$ cat src/rtl/fetch_sequencer.sv
`timescale 1ns/1ps
`default_nettype none
// fetch_sequencer: multi-cycle instruction fetch controller that owns the PC,
// keeps one instruction-memory request in flight and hands words to decode.
module fetch_sequencer #(
  parameter int                  PC_WIDTH    = 8,
  parameter int                  INST_WIDTH  = 32,
  parameter logic [PC_WIDTH-1:0] RESET_PC    = '0,
  parameter logic [5:0]          HALT_OPCODE = 6'b111111,
  parameter int                  COUNT_WIDTH = 16
) (
  input  logic                   clk,
  input  logic                   rst,
  input  logic                   start,
  input  logic                   redirect_valid,
  input  logic [PC_WIDTH-1:0]    redirect_pc,
  output logic                   imem_req,
  output logic [PC_WIDTH-1:0]    imem_addr,
  input  logic                   imem_gnt,
  input  logic                   imem_rvalid,
  input  logic [INST_WIDTH-1:0]  imem_rdata,
  output logic                   inst_valid,
  output logic [INST_WIDTH-1:0]  inst,
  output logic [PC_WIDTH-1:0]    inst_pc,
  input  logic                   inst_ready,
  output logic [PC_WIDTH-1:0]    pc,
  output logic                   halted,
  output logic [COUNT_WIDTH-1:0] inst_count
);

  localparam logic [2:0] S_IDLE = 3'd0;
  localparam logic [2:0] S_REQ  = 3'd1;
  localparam logic [2:0] S_WAIT = 3'd2;
  localparam logic [2:0] S_HOLD = 3'd3;
  localparam logic [2:0] S_HALT = 3'd4;

  logic [2:0]          state;
  logic [2:0]          next_state;
  logic [PC_WIDTH-1:0] req_pc;
  logic                discard;

  logic inst_is_halt;
  logic granted;
  logic capture;
  logic retire;
  logic take_redirect;

  assign inst_is_halt  = (inst[31:26] == HALT_OPCODE);
  assign granted       = (state == S_REQ) && imem_gnt;
  // A redirect in the same cycle as the response kills it just like a stale one.
  assign capture       = (state == S_WAIT) && imem_rvalid && !discard && !redirect_valid;
  assign retire        = (state == S_HOLD) && inst_ready && !redirect_valid;
  assign take_redirect = redirect_valid && (state != S_HALT);

  always_ff @(posedge clk or posedge rst) begin
    if (rst) begin
      state <= S_IDLE;
    end else begin
      state <= next_state;
    end
  end

  always_comb begin
    next_state = state;
    case (state)
      S_IDLE: begin
        if (start) begin
          next_state = S_REQ;
        end
      end
      S_REQ: begin
        if (imem_gnt) begin
          next_state = S_WAIT;
        end
      end
      S_WAIT: begin
        if (imem_rvalid) begin
          next_state = (discard || redirect_valid) ? S_REQ : S_HOLD;
        end
      end
      S_HOLD: begin
        if (redirect_valid) begin
          next_state = S_REQ;
        end else if (inst_ready) begin
          next_state = inst_is_halt ? S_HALT : S_REQ;
        end
      end
      S_HALT:  next_state = S_HALT;
      default: next_state = S_IDLE;
    endcase
  end

  always_comb begin
    imem_req   = (state == S_REQ);
    inst_valid = (state == S_HOLD);
    halted     = (state == S_HALT);
    imem_addr  = pc;
  end

  always_ff @(posedge clk or posedge rst) begin
    if (rst) begin
      pc <= RESET_PC;
    end else if (take_redirect) begin
      pc <= redirect_pc;
    end else if (capture) begin
      pc <= req_pc + PC_WIDTH'(1);
    end
  end

  always_ff @(posedge clk or posedge rst) begin
    if (rst) begin
      req_pc <= '0;
    end else if (granted) begin
      req_pc <= pc;
    end
  end

  // The in-flight response belongs to an abandoned address once a redirect is seen.
  always_ff @(posedge clk or posedge rst) begin
    if (rst) begin
      discard <= 1'b0;
    end else if (granted) begin
      discard <= redirect_valid;
    end else if (state == S_WAIT) begin
      if (imem_rvalid) begin
        discard <= 1'b0;
      end else if (redirect_valid) begin
        discard <= 1'b1;
      end
    end
  end

  always_ff @(posedge clk or posedge rst) begin
    if (rst) begin
      inst    <= '0;
      inst_pc <= '0;
    end else if (capture) begin
      inst    <= imem_rdata;
      inst_pc <= req_pc;
    end
  end

  always_ff @(posedge clk or posedge rst) begin
    if (rst) begin
      inst_count <= '0;
    end else if (retire) begin
      inst_count <= inst_count + COUNT_WIDTH'(1);
    end
  end

endmodule
`default_nettype wire

$ cat config.mk
export PLATFORM = sky130hd
export DESIGN_NAME = fetch_sequencer
export DESIGN_NICKNAME = d
export VERILOG_FILES = /design/src/rtl/fetch_sequencer.sv
export SDC_FILE = /design/constraint.sdc
export NUM_CORES = 1
export LEC_CHECK = 0
export ABC_AREA = 1
export CORE_ASPECT_RATIO = 2
export CORE_UTILIZATION = 45
export CTS_CLUSTER_DIAMETER = 80
export DETAILED_ROUTE_END_ITERATION = 8
export GPL_TIMING_DRIVEN = 0
export HOLD_SLACK_MARGIN = 0.02
export PLACE_DENSITY = 0.87
export SLEW_MARGIN = 25
export SYNTH_ARGS = -nofsm -noshare
export SYNTH_HDL_FRONTEND = slang
export SYNTH_SLANG_ARGS = --single-unit
$ cat constraint.sdc
create_clock -name clk -period 6.92 [get_ports clk]
set_input_delay 1.73 -clock clk [delete_from_list [all_inputs] [get_ports clk]]
set_output_delay 1.73 -clock clk [all_outputs]
set_load 0.005 [all_outputs]
==> impl_summary.md <==
Timing
The total negative setup slack is 0 ps. The fraction of the cycle the final worst path needs is a little under 50%. Final hold analysis gives a worst-case slack of between 400 and 500 ps. The total count of max-transition violations in the final report is 0. The smallest clock period supported by the final layout is computed as 3410 ps. In this run the tightest slew margin relative to its limit is approximately 72%. The worst-margin pin slew is around 430 ps. The number of hold violations in the final report is 0. Setup repair after global routing left no endpoint under its margin. The setup clock skew after layout is 6.81 ps. Timing would allow up to between 0.2 and 0.3 GHz. Across all setup checks in the final design, the least slack found is about 3500 ps.

The count of final setup violators is 0.

Global routing
The total track usage is a little under a quarter. The overflow left after global routing is 0. The first-pass GRT wire length is between 15 and 20 mm. The number of antenna violations at the first check in global routing is 0.

The number of global-route vias before repair is 3359. Entering global routing, the biggest net connects 46 pins.

Critical path
The highest-delay cell along the critical path is clkdlybuf4s50_1. At the worst endpoint, the required time is ~5200 ps. The largest fanout on the critical path is 6. The worst setup path is launched from a flop. The maximum cell stage delay along the critical path is about 540 ps. Counting buffers and inverters, the worst setup path is 4 cells deep.

STA classifies the critical path endpoint as an output pin. The data arrival at the endpoint of the critical path is about 1700 ps. Together, buffers and inverters on the worst path number 2.

The kind of cell with the highest combined delay along the critical path is buffers and inverters. The critical path class is reg -> out. The number of cells on the worst reg-to-reg path is 7. The signal on the critical path passes through inv_1, nand2_2, nor2_4, clkdlybuf4s50_1.

Logic synthesis
The number of register bits inferred by synthesis is 76. The count of different cell masters after synthesis is 28. Sorting the synthesized cells by area gives the leading types as dfrtp_1 (53%), nand2_1 (22%), o21ai_0 (3.8%). The number of standard cells after synthesis is around 450. The netlist area before placement is approximately 3600 sq um. The number of warnings issued by yosys is 0. Of the synthesized area, sequential elements account for between 50% and 60%. Summed over its instances, the top area cell type makes up 52.9% of the synthesized netlist area. The number of nets in the synthesized netlist is 500. The biggest area contributor in the post-synthesis netlist is dfrtp_1. After synthesis, the mean cell area works out to between 7 and 8 sq um.

Route
Dividing the detail-routed wire length by the instance count gives about 14 um. The pre-antenna-repair detailed-routing pass consisted of 6 iterations. The detailed-route wire length is about 9 mm. The via count is approximately 3400. The number of DRC violations after detailed routing is 0. The mean number of vias per cell is 4.97.

The detail route stage leaves a number of antenna-violating nets equal to 0. The DRC violation total after the first TritonRoute iteration is approximately 180.

CTS
Once the clock tree was built, the resizer swapped 0 gates to a different size. The number of buffers inserted to repair setup after CTS is 0. The clock tree synthesis step divided the H-tree into 3 levels. In this run the clock root is driven by a clkbuf_16. In this run, CTS created clock tree buffers numbering 9.

The clock network latency to the later pin of the worst-skew pair is 330 ps. For this design, the CTS-stage hold fixing added 0 buffers. The TritonCTS clock tree is done. The clock passes through at most 2 buffers. The register clock-pin slew on the reported worst setup and hold paths is ~60 ps. The number of clock sinks seen by CTS is 76.

Power and ir drop
Of the total power, the share spent switching nets is 32.1%. The total power per unit cell area is about 360 nW/um^2. The switching power of the nets is 599 uW. The share of total power dissipated in the clock network is 22.2%. The leakage component of the power is between 0.002 and 0.003 uW. Internal power comes to roughly 1300 uW.

Per report_power, the combinational group accounts for ~38% of the total. The share of power burned in registers is between 30% and 40%. The worst vdd rail ir drop is 190 uV.

Layout
Of the cells placed in the final design, the portion with a size suffix greater than 1 is between 8 and 9%. The top cell types in the final layout, fill and taps aside, are nand2_1 (207), clkdlybuf4s50_1 (121), dfrtp_1 (76). The net count of the finished layout is about 630. The number of fillers in the final layout is 645. The area growth from synthesis to layout is 45.0%.

The library cell used most frequently in the layout, excluding fill and tap cells, is nand2_1. The repair_antennas step left the layout with diodes totalling 0.

Outcome
The flow ran to the end, and the final reports show no timing, DRC or antenna violations.

Die
The die area is 8370 sq um. The I/O pin total is approximately 120. The initial cell density of the core is about 47%. The number of cell rows is 45. The vertical extent of the die is about 130 um. From left edge to right edge, the die measures between 60 and 70 um. The core outline area is 7660 sq um.

Placement
The placer congestion estimate is roughly 0.89. The wire-length estimate of the detail-placed layout is about 7.1 mm. The number of input and output port buffers inserted is ~120.

At the placement stage, the worst setup path has a slack of ~3700 ps.

Worst hold path
The worst hold path was traced through 2 stages. The classification of the worst-slack hold path is reg -> reg.

Run
The max-cap check violation count is 0.
path summary, 6_finish.rpt:
path,slack (ps),endpoint,start
min in group asynchronous,1770,inst[2]$_DFFE_PP0P_,rst
hold / removal,480,inst[9]$_DFFE_PP0P_,inst[9]$_DFFE_PP0P_
setup / recovery,3510,inst_valid,state[2]$_DFFE_PP0P_
max in group asynchronous,4580,inst[15]$_DFFE_PP0P_,rst
hold reg to reg,480,inst[9]$_DFFE_PP0P_,inst[9]$_DFFE_PP0P_
setup reg to reg,5300,imem_addr[4]$_DFFE_PP0P_,state[1]$_DFFE_PP0P_
synth_stat cells:
cell and number:
nor2_1 29, xor2_1 7, nand3b_1 1, xnor2_1 3
or2_2 3, and3_1 1, nor2_4 1, nand3_4 1
o21ai_0 27, nand4_1 4, nand2_2 1, dfrtp_1 76
buf_6 3, o21ai_1 4, nand3_2 1, ha_1 2
buf_4 13, nor3_2 1, nand3_1 20, buf_2 2
clkinv_1 1, nor2_2 2, inv_2 4, a211oi_1 1
a21oi_1 2, o21a_1 2, nand2_1 207, inv_1 32
state kept, by name (all words and copies together), names as in the netlist:
name	cells
discard	1
imem_addr	8
inst	32
inst_count	16
inst_pc	8
req_pc	8
state	3
worst register-to-register path, stage by stage, from the launching register on:
cell and delay, ps:
dfrtp_1 430, nor2_1 180, nand2_1 90, nand2_1 190, buf_2 260, o21ai_0 170, nand3_1 90, o21ai_0 80
metal layers:
layer / share of wire [%] / vias to the layer above / routed length [um] / GRT usage, %
met5: 0 / - / 0 / 0
met2: 55 / 108 / 5100 / 43.8
met3: 4.8 / 24 / 443 / 4.79
li1: - / 1656 / - / -
met1: 37 / 1594 / 3410 / 25.4
met4: 3.0 / 0 / 281 / 11.8
power groups by stage:
stage | logic (uW) | registers [uW] | clock network (uW)
3_3_place_gp | 683 | 736 | 0
5_1_grt | 785 | 764 | 442
2_1_floorplan | 293 | 735 | 0
6_report | 708 | 742 | 413
3_5_place_dp | 709 | 747 | 0
4_1_cts | 716 | 741 | 421
area by class of cell:
cell class,instances,area (sq um),area share [%]
tap,94,118,2.26
multi-input combinational,320,1410,27.1
sequential,76,1900,36.5
clock buffer,11,243,4.66
buffer,18,141,2.71
clock inverter,3,15.0,0.288
timing repair buffer,122,1240,23.8
inverter,37,141,2.71
logic make-up after synthesis:
logic type / share of synthesized area, %
adder cells (fa/ha/maj): 0.696
buffers and inverters: 7.80
XOR/XNOR: 2.44
AO/OA/AOI/OAI: 5.22
flip-flops: 52.9
AND/OR/NAND/NOR: 30.9
per-stage QoR:
step / utilization [%] / std cells / power, uW / cell area (sq um)
final: 68.0 / 681 / 1860 / 5210
after global routing: 68.0 / 681 / 1990 / 5210
after CTS: 68.0 / 681 / 1880 / 5210
after detailed placement: 64.7 / 667 / 1460 / 4950
after global placement: 64.3 / 666 / 1420 / 4920
after floorplan: - / 451 / 1030 / 3590
(Power assumes the default switching activity.)
